--- src/rtl/rca_word_sequencer.sv ---
// Word-wide add/subtract built from one shared external 8-bit ripple-carry slice,
// walked LSB byte first with the inter-byte carry held in a register.
module rca_word_sequencer #(
  parameter int WIDTH = 32
) (
  input  logic             clock,
  input  logic             reset,
  input  logic             start,
  input  logic             sub,
  input  logic [WIDTH-1:0] operand_a,
  input  logic [WIDTH-1:0] operand_b,
  output logic             ready,
  output logic             result_valid,
  output logic [WIDTH-1:0] result,
  output logic             carry_out,
  output logic             overflow,
  output logic             zero,
  output logic [7:0]       slice_a,
  output logic [7:0]       slice_b,
  output logic             slice_cin,
  input  logic [7:0]       slice_sum,
  input  logic             slice_cout,
  input  logic             slice_ovf,
  output logic [1:0]       dbg_state
);

  localparam int NBYTES = WIDTH / 8;
  localparam int IDXW   = (NBYTES > 1) ? $clog2(NBYTES) : 1;

  typedef enum logic [1:0] {
    ST_IDLE = 2'd0,
    ST_RUN  = 2'd1,
    ST_DONE = 2'd2
  } state_t;

  state_t           state_q, state_d;
  logic [WIDTH-1:0] a_q, a_d;
  logic [WIDTH-1:0] b_q, b_d;
  logic [WIDTH-1:0] result_q, result_d;
  logic [IDXW-1:0]  idx_q, idx_d;
  logic             carry_q, carry_d;
  logic             carry_out_q, carry_out_d;
  logic             overflow_q, overflow_d;
  logic             zero_q, zero_d;

  logic [7:0]       byte_a;
  logic [7:0]       byte_b;
  logic             last_byte;

  // Byte selection of the latched operands for the current index.
  always_comb begin
    byte_a = '0;
    byte_b = '0;
    for (int i = 0; i < NBYTES; i++) begin
      if (idx_q == IDXW'(i)) begin
        byte_a = a_q[8*i +: 8];
        byte_b = b_q[8*i +: 8];
      end
    end
  end

  assign last_byte = (idx_q == IDXW'(NBYTES - 1));

  // b_q already holds ~B for subtraction, and carry_q starts at 1, so the
  // slice always adds: A + ~B + 1 == A - B.
  always_comb begin
    state_d     = state_q;
    a_d         = a_q;
    b_d         = b_q;
    result_d    = result_q;
    idx_d       = idx_q;
    carry_d     = carry_q;
    carry_out_d = carry_out_q;
    overflow_d  = overflow_q;
    zero_d      = zero_q;

    unique case (state_q)
      ST_IDLE: begin
        if (start) begin
          state_d = ST_RUN;
          a_d     = operand_a;
          b_d     = sub ? ~operand_b : operand_b;
          carry_d = sub;
          idx_d   = '0;
        end
      end
      ST_RUN: begin
        for (int i = 0; i < NBYTES; i++) begin
          if (idx_q == IDXW'(i)) begin
            result_d[8*i +: 8] = slice_sum;
          end
        end
        carry_d = slice_cout;
        idx_d   = idx_q + IDXW'(1);
        if (last_byte) begin
          carry_out_d = slice_cout;
          overflow_d  = slice_ovf;
          zero_d      = (result_d == '0);
          idx_d       = '0;
          state_d     = ST_DONE;
        end
      end
      ST_DONE: begin
        state_d = ST_IDLE;
      end
      default: begin
        state_d = ST_IDLE;
      end
    endcase
  end

  always_ff @(posedge clock) begin
    if (reset) begin
      state_q     <= ST_IDLE;
      a_q         <= '0;
      b_q         <= '0;
      result_q    <= '0;
      idx_q       <= '0;
      carry_q     <= 1'b0;
      carry_out_q <= 1'b0;
      overflow_q  <= 1'b0;
      zero_q      <= 1'b0;
    end else begin
      state_q     <= state_d;
      a_q         <= a_d;
      b_q         <= b_d;
      result_q    <= result_d;
      idx_q       <= idx_d;
      carry_q     <= carry_d;
      carry_out_q <= carry_out_d;
      overflow_q  <= overflow_d;
      zero_q      <= zero_d;
    end
  end

  // The slice sees nothing outside RUN so it stays quiet between operations.
  assign slice_a      = (state_q == ST_RUN) ? byte_a  : 8'h00;
  assign slice_b      = (state_q == ST_RUN) ? byte_b  : 8'h00;
  assign slice_cin    = (state_q == ST_RUN) ? carry_q : 1'b0;

  assign ready        = (state_q == ST_IDLE);
  assign result_valid = (state_q == ST_DONE);
  assign result       = result_q;
  assign carry_out    = carry_out_q;
  assign overflow     = overflow_q;
  assign zero         = zero_q;
  assign dbg_state    = state_q;

endmodule

--- config.mk ---
export PLATFORM = sky130hd
export DESIGN_NAME = rca_word_sequencer
export DESIGN_NICKNAME = d
export VERILOG_FILES = /design/src/rtl/rca_word_sequencer.sv
export SDC_FILE = /design/constraint.sdc
export NUM_CORES = 1
export LEC_CHECK = 0
export CORE_MARGIN = 2
export CORE_UTILIZATION = 43
export DETAILED_ROUTE_END_ITERATION = 10
export PLACE_DENSITY = 0.76
export SLEW_MARGIN = 20
export SYNTH_ARGS = -nofsm -noshare
export SYNTH_HDL_FRONTEND = slang
export SYNTH_SLANG_ARGS = --single-unit
export TNS_END_PERCENT = 20
--- constraint.sdc ---
create_clock -name clock -period 2.08 [get_ports clock]
set_input_delay 0.624 -clock clock [delete_from_list [all_inputs] [get_ports clock]]
set_output_delay 0.624 -clock clock [all_outputs]
set_load 0.02 [all_outputs]
Word level (Yosys, flattened, before mapping)

Index checks and enable logic that the tools add are counted.

Memories kept: 0
Bits in latches: 0
Output and inout port bits: 56
ROM bits: 0
Register bits: 104
Bits in writable memories: 0
Word-level logic and storage cells: 54

Reductions and logical operators: 8
Divide/modulo/power cells: 0
Multiply operators: 0
Shifts and indexed selects: 0
Eq/ne operators: 7
Mux-type cells: 28
Bitwise logic cells: 1
$add $sub $neg: 1
Order comparisons: 0

Operators by type and width:

| kind                                                             | number |
|---|---|
| 8-bit 2-to-1 mux                                                 | 18 |
| 32-bit logical NOT                                               | 1 |
| 32-bit 2-to-1 mux                                                | 1 |
| 32-bit inverter                                                  | 1 |
| 2-bit 2-to-1 mux                                                 | 4 |
| 2-bit case mux with 2 select lines                               | 2 |
| 2-bit AND reduction                                              | 4 |
| 2-bit == test (second input constant)                            | 3 |
| 2-bit by 1-bit == test with 1-bit output (second input constant) | 2 |
| 2-bit logical NOT                                                | 2 |
| 2-bit != test (second input constant)                            | 2 |
| 2-bit by 1-bit adder with 2-bit output (second input constant)   | 1 |
| 1-bit 2-to-1 mux                                                 | 2 |
| 1-bit case mux with 2 select lines                               | 1 |
| 2-bit nonzero test                                               | 1 |

Longest topological paths before layout

Depth after elaboration: 6
Gate-level depth with buffers: 8

Least setup slack after synthesis

OpenSTA, ideal clock, no wires.

Kind: register -> output
Start point: register idx_q[0]
End point: output slice_a[4]
Cell stages (with the launch flop): 7
Required time: 1.456 ns
Slack: -0.122 ns
Path buffers: 1
Data arrival time: 1.578 ns
Path through: dfxtp_1 inv_1 ha_1 inv_2 clkbuf_1 o211ai_1 a21oi_1

Longest elaborated chain between the ends: 6
Elaborated cells on any way between the ends: 9
Classes of those cells: eq/ne: 3; mux: 5; reduce/logical: 1

RTL lines:

| element                       | line | text |
|---|---|---|
| from (decl)                   | 40   | `logic [IDXW-1:0] idx_q, idx_d;` |
| from (signal assigned)        | 128  | `idx_q <= idx_d;` |
| 2-bit logical NOT             | 55   | `if (idx_q == IDXW'(i)) begin` |
| 8-bit 2-to-1 mux (3 in a row) | 55   |  |
| 8-bit 2-to-1 mux (*)          | 55   |  |
| 8-bit 2-to-1 mux (*)          | 137  | `assign slice_a = (state_q == ST_RUN) ? byte_a : 8'h00;` |
| to (decl)                     | 18   | `output logic [7:0] slice_a,` |

Every way passes the cells marked *; elsewhere a longest branch is shown, timed or not.

Final worst setup path

Start point: register idx_q[0]
End point: output slice_a[0]

Same word-level chain as after synthesis.

==> qor.yml <==
run_status:
  status: "finished, violations left"
  violations: "negative setup slack"
logic_synthesis:
  synthesis.area_um2: 4750
  synth-simple-area-share_pct: 20.0
  synth-edff-count: 0
  synth_xor_area_share_pct: 5.90
  synth_compound_area_share_pct: 18.2
  synthAdderAreaFrac_pct: 1.05
  async_flop_share_pct: 0
  yosysSeqAreaShare_pct: 43.8
  syn_area_per_cell_um2: 8.21
  ys_seq_elements: 104
  synth_area_leaders: "dfxtp_1, nand2_1, a21oi_1"
  synthMuxAreaShare_pct: 5.26
  synth_top_family_by_area: "simple AND/OR/NAND/NOR gates"
  synthFlopType: "dfxtp_1"
  yosysUniqueCellTypes: 37
  synth_area_leader_cell: "dfxtp_1"
  synth_cells: 579
  synth_warnings: 0
  synth_top_area_share_pct: 43.8
  synth_fp_nets: 661
die:
  core-area_um2: 10800
  ios: 134
  initial_core_util_pct: 44.0
  die_area_um2: 11900
  die_x_um: 109
  placementRows: 38
  fp.dieH_um: 109
cells_and_area:
  antenna_cells: 0
  post-route-util_pct: 63.7
  area_growth_pct: 44.6
  drive_gt1_share_pct: 17.5
  final_cell_mix: "nand2_1, clkdlybuf4s50_1, dfxtp_1"
  final_common_cell: "nand2_1"
  nets: 804
  layout.cells.non_filler: 867
power_and_ir_drop:
  seqPwrFrac_pct: 47.5
  p_leak_nw: 2.64
  p_sw_share_pct: 27.6
  pwr-share-clk_pct: 31.6
  p_total_w: 0.00460
  internal-power_w: 0.00333
  power.density_nw_per_um2: 669
  comb_power_share_pct: 21.0
  p_sw_w: 0.00127
  ir_drop_mv: 0.308
global_route:
  grt_max_degree: 60
  grt_first_pass_wirelength_um: 22300
  grt_pass1_vias: 4549
  grt.total_usage_pct: 24.0
  overflow: 0
  grt_antenna_before_repair: 0
worst_setup_path:
  critical_path.max_fanout: 8
  required_ns: 1.46
  worstSetupPathType: "register to primary output"
  crit_path_start: "idx_q[0]$_SDFFE_PP0P_"
  r2r_start: "idx_q[0]$_SDFFE_PP0P_"
  arrival_ns: 1.84
  slowest_delay_ns: 0.38
  cp-start-kind: "register"
  end_kind: "primary output"
  reg2reg_depth: 8
  crit_slowest_cell: "dfxtp_4"
  r2r_setup_slack_ns: 0.05
  cp-endpoint: "slice_a[0]"
  r2r-end: "zero$_SDFFE_PP0P_"
  crit_chain: "buf_6, ha_4, buf_16, o211ai_1, o211ai_1, a21oi_2, buf_6"
timing:
  fin_ws_ns: -0.385
  hold_viol: 0
  slew-limit-headroom_pct: 39.2
  rsz0062_at_grt: "yes"
  hold_slack_ns: 0.460
  min_period_ns: 2.47
  finalCritPeriodShare_pct: 119
  max_freq_mhz: 406
  drv_slew: 0
  setup_viol: 16
  worstMarginPinSlew_ns: 0.912
  fin_skew_ns: 0.00978
clocking:
  cts_tree: "done"
  cts_hold_buffers: 0
  cts-root-buf: "clkbuf_8"
  clk_latency_ns: 0.36
  cts_sinks: 104
  clk_path_buf_depth: 2
  htree_levels: 3
  clkTransAtPathRegs_ns: 0.10
  cts_buffers: 9
placed_design:
  dp_slack_ns: -0.630
  placed_cells: 840
  port_buffers: 133
  place_congestion: 0.866
  dp_hpwl_um: 9760
route:
  vias: 4665
  viasPerCell: 5.38
  ant_nets: 0
  wl_um: 14400
  post_drt_wl_per_cell_um: 16.6
  firstDrtPassIters: 5
  dr.first_iter.drc_count: 285
  drc: 0
flow_run:
  maxCapViolations: 0
min_path:
  hold_class: "register to register"
[layout make-up]
class                           instances  area [um^2]
Clock buffer                           10          138
Clock inverter                          6         97.6
Fill cell                             864         3920
Inverter                                4         36.3
Multi-Input combinational cell        424         2550
Sequential cell                       104         2090
Tap cell                              140          175
Timing Repair Buffer                  178         1790
Timing Repair inverter                  1         6.26
[layer usage]
metal  track usage [%]  part of all wire (%)  up-vias
met5                 0                     0        -
met4              8.97                   1.9        0
met3              4.54                   7.5       28
met2              38.9                    48      192
met1              31.6                    43     2189
li1                  -                     -     2256
[power by group through the flow]
stage	sequential [W]	clock [W]	combinational, W
floorplan	0.00222	0	0.000492
global placement	0.00221	0	0.000864
detailed placement	0.00222	0	0.000880
CTS	0.00218	0.00147	0.000942
global route	0.00219	0.00155	0.00104
finish	0.00218	0.00145	0.000965
[worst min-delay path by stage]
stage,from,to,slack [ns],cells past startpoint
3_5_place_dp,result[24]$_SDFFE_PP0N_,result[24]$_SDFFE_PP0N_,0.45,2
3_3_place_gp,a_q[5]$_SDFFE_PP0P_,a_q[5]$_SDFFE_PP0P_,0.44,2
6_report,overflow$_SDFFE_PP0P_,overflow$_SDFFE_PP0P_,0.46,2
2_1_floorplan,a_q[16]$_SDFFE_PP0P_,a_q[16]$_SDFFE_PP0P_,0.44,2
4_1_cts,result[24]$_SDFFE_PP0N_,result[24]$_SDFFE_PP0N_,0.46,2
5_1_grt,a_q[12]$_SDFFE_PP0P_,a_q[12]$_SDFFE_PP0P_,0.48,2
[synth_stat cells (all sizes together), types with 2 or more instances]
| library cell | number |
|---|---|
| a211oi | 32 |
| a21oi | 61 |
| buf | 15 |
| clkbuf | 32 |
| dfxtp | 104 |
| ha | 4 |
| inv | 4 |
| mux2i | 25 |
| nand2 | 140 |
| nand3 | 3 |
| nand3b | 2 |
| nor2 | 67 |
| nor2b | 2 |
| nor3 | 4 |
| nor3b | 3 |
| nor4 | 3 |
| o211ai | 32 |
| or4 | 4 |
| xnor2 | 32 |
[per-stage QoR]
| stage | setup TNS (ns) | instance area [um^2] |
|---|---|---|
| after floorplan | 0 | 4820 |
| after global placement | -7.91 | 6400 |
| after detailed placement | -9.19 | 6400 |
| after CTS | -5.42 | 6810 |
| after global routing | -7.03 | 6870 |
| final | -5.75 | 6870 |
[sequential cells by signal, summed over array words and instances, names as in the netlist]
| name | cells |
|---|---|
| zero | 1 |
| idx_q | 2 |
| overflow | 1 |
| dbg_state | 2 |
| carry_q | 1 |
| a_q | 32 |
| result | 32 |
| carry_out | 1 |
| b_q | 32 |
[cell families after synthesis]
family	Yosys count
DFF	104
buffers and inverters	51
adders and majority gates	4
muxes	25
AOI/OAI and AO/OA	132
and+or+nand+nor	231
xor gates and xnor gates	32
[timing repair]
item,CTS,global route
setup buffers,5,1
endpoints found under the setup margin,21,20
pin swaps,32,10
gates resized for setup,116,12
gates cloned,4,1
[worst max-delay path: cells and delay by family, from the launching register on]
kind	cells	cell delay (ns)
AO/OA/AOI/OAI	3	0.49
buffers and inverters	3	0.41
adder cells (fa/ha/maj)	1	0.20
flip-flops	1	0.38
No activity file was read; power rests on OpenSTA's default activity.
==> RTL edit: new RTL, config.mk and constraints unchanged <==
Set the parameter `WIDTH` to 128 (it was 32).
--- a/src/rtl/rca_word_sequencer.sv
+++ b/src/rtl/rca_word_sequencer.sv
@@ -1,7 +1,7 @@
 // Word-wide add/subtract built from one shared external 8-bit ripple-carry slice,
 // walked LSB byte first with the inter-byte carry held in a register.
 module rca_word_sequencer #(
-  parameter int WIDTH = 32
+  parameter int WIDTH = 128
 ) (
   input  logic             clock,
   input  logic             reset,
Interface: changed (resized operand_a, operand_b and result); port bits go from 134 to 422. No check against the original RTL was run, so the function may have changed too.
==> RTL edit against the original RTL <==
The flow still finishes with violations (negative setup slack). Synthesized cell count grew to 4.1 times the old value. Setup slack worse by 930 ps. Wire length grew to 5.0 times the old value. Power grew to 4.2 times the old value. Sequential cell count is 290 higher. Cell area grew to 4.0 times the old value. Global-route usage is 7.4 points higher. Die area grew to 3.7 times the old value. Synthesized area grew to 3.8 times the old value. Non-clock buffer count is 529 higher. Via count grew to 4.3 times the old value. Combinational power grew to 3.3 times the old value. Critical endpoint unchanged. Largest cell class unchanged.
==> RTL edit: results (changes against the original RTL) <==
metric	value	unit	change
vias	19967		was 4665
wire_per_inst	20.82	um	was 16.65 um
synth_cell_types	51		was 37
cts-root-buf	clkbuf_16		was clkbuf_8
place_ws	-1234	ps	was -629.8 ps
yosys-top-cells-area	dfxtp_1, nand2_1, a21oi_1		unchanged
portBuffers	421		was 133
leakage	10.68	nW	was 2.644 nW
grt.total_usage	31.42	%	was 23.98%
r2r_slack	-370	ps	was 50 ps
fin_nets	3180		was 804
grt_max_degree	96		was 60
gp_congestion	0.9404		was 0.8658
syn-num-nets	2653		was 661
ir_drop	0.5294	mV	was 0.3081 mV
status	finished, violations left		unchanged
hpwlAfterDp	52530	um	was 9757 um
finalNonFillerCells	3483		was 867
finalSetupViolCount	18		was 16
drt-initial-drc-count	1976		was 285
violations	negative setup slack		unchanged
finClkSkew	16.39	ps	was 9.780 ps
path_clk_slew	70	ps	was 100 ps
crit_arrival	2770	ps	was 1840 ps
placedCellCount	3359		was 840
whs	400.3	ps	was 460.3 ps
fillers	3424		was 864
setup_ws	-1315	ps	was -385.4 ps
cts_buffers	42		was 9
cts_buffer_depth	3		was 2
hp-class	in2reg		was reg2reg
r2r_cells	12		was 8
hold_path.startpoint	reset		was overflow
synth_common_cells	nand2_1, dfxtp_1, a21oi_1, nor2_1, clkbuf_1		was nand2_1, dfxtp_1, nor2_1, a21oi_1
min_to	dbg_state[1]		was overflow
drive_above_1_share	18.65	%	was 17.47%
-- RTL edit: how the worst max path moves through the flow --
stage	startpoint	to	slack, ps
2_1_floorplan	idx_q[0]	slice_a[1]	-350
3_3_place_gp	idx_q[0]	slice_b[2]	-1200
3_5_place_dp	idx_q[0]	slice_b[2]	-1230
5_1_grt	idx_q[1]	slice_a[0]	-1400
4_1_cts	idx_q[1]	slice_a[7]	-1330
6_report	idx_q[1]	slice_a[0]	-1310
-- RTL edit: cells by family after synthesis --
| family | share of synthesized area, % |
|---|---|
| AO/OA/AOI/OAI | 24.12 |
| adder cells (fa/ha/maj) | 0.2743 |
| buffers and inverters | 5.713 |
| XOR/XNOR | 6.145 |
| multiplexers | 1.420 |
| flip-flops | 43.23 |
| AND/OR/NAND/NOR | 19.10 |
-- RTL edit: worst max-delay path, delay by kind of cell, from the launching register on --
| family | cells | cell delay (ps) |
|---|---|---|
| compound gates | 5 | 940 |
| buf+inv | 6 | 710 |
| flops | 1 | 380 |
| fa+ha+maj | 1 | 160 |
-- RTL edit: where the power goes --
| part | internal, mW | switching, mW | leakage, nW |
|---|---|---|---|
| Combinational | 1.57 | 1.64 | 6.73 |
| Clock | 4.63 | 3.28 | 0.720 |
| Sequential | 7.94 | 0.290 | 3.23 |
| Total | 14.1 | 5.21 | 10.7 |
-- RTL edit: per-stage QoR --
step	area (um^2)	setup TNS [ps]
floorplan	18550	-5374
global placement	24720	-18710
detailed placement	24720	-19850
CTS	26670	-20530
global route	27330	-21900
finish	27330	-20540
-- RTL edit: metal layers --
layer	vias to the layer above	track usage [%]	part of all wire, %
met5	-	0	0.018
met4	2	15.02	5.4
met3	250	4.663	7.2
met2	997	54.47	48
met1	9397	38.36	39
li1	9321	-	-
-- RTL edit: final cells by class --
type | instances | area [um^2] | share of cell area (%)
diodes | 5 | 12.51 | 0.04579
inverters | 44 | 167.7 | 0.6135
clock buffers | 55 | 1210 | 4.427
clock inverters | 22 | 251.5 | 0.9203
flip-flops and latches | 394 | 7903 | 28.92
repair buffers | 707 | 6924 | 25.34
multi-input cells | 1717 | 10180 | 37.27
well taps | 539 | 674.4 | 2.468
-- RTL edit: timing repair --
action	4_1_cts	5_1_grt
cloned	6	1
resized for setup	335	94
pin swaps	53	53
setup endpoints to repair	195	121
setup buffers	13	28
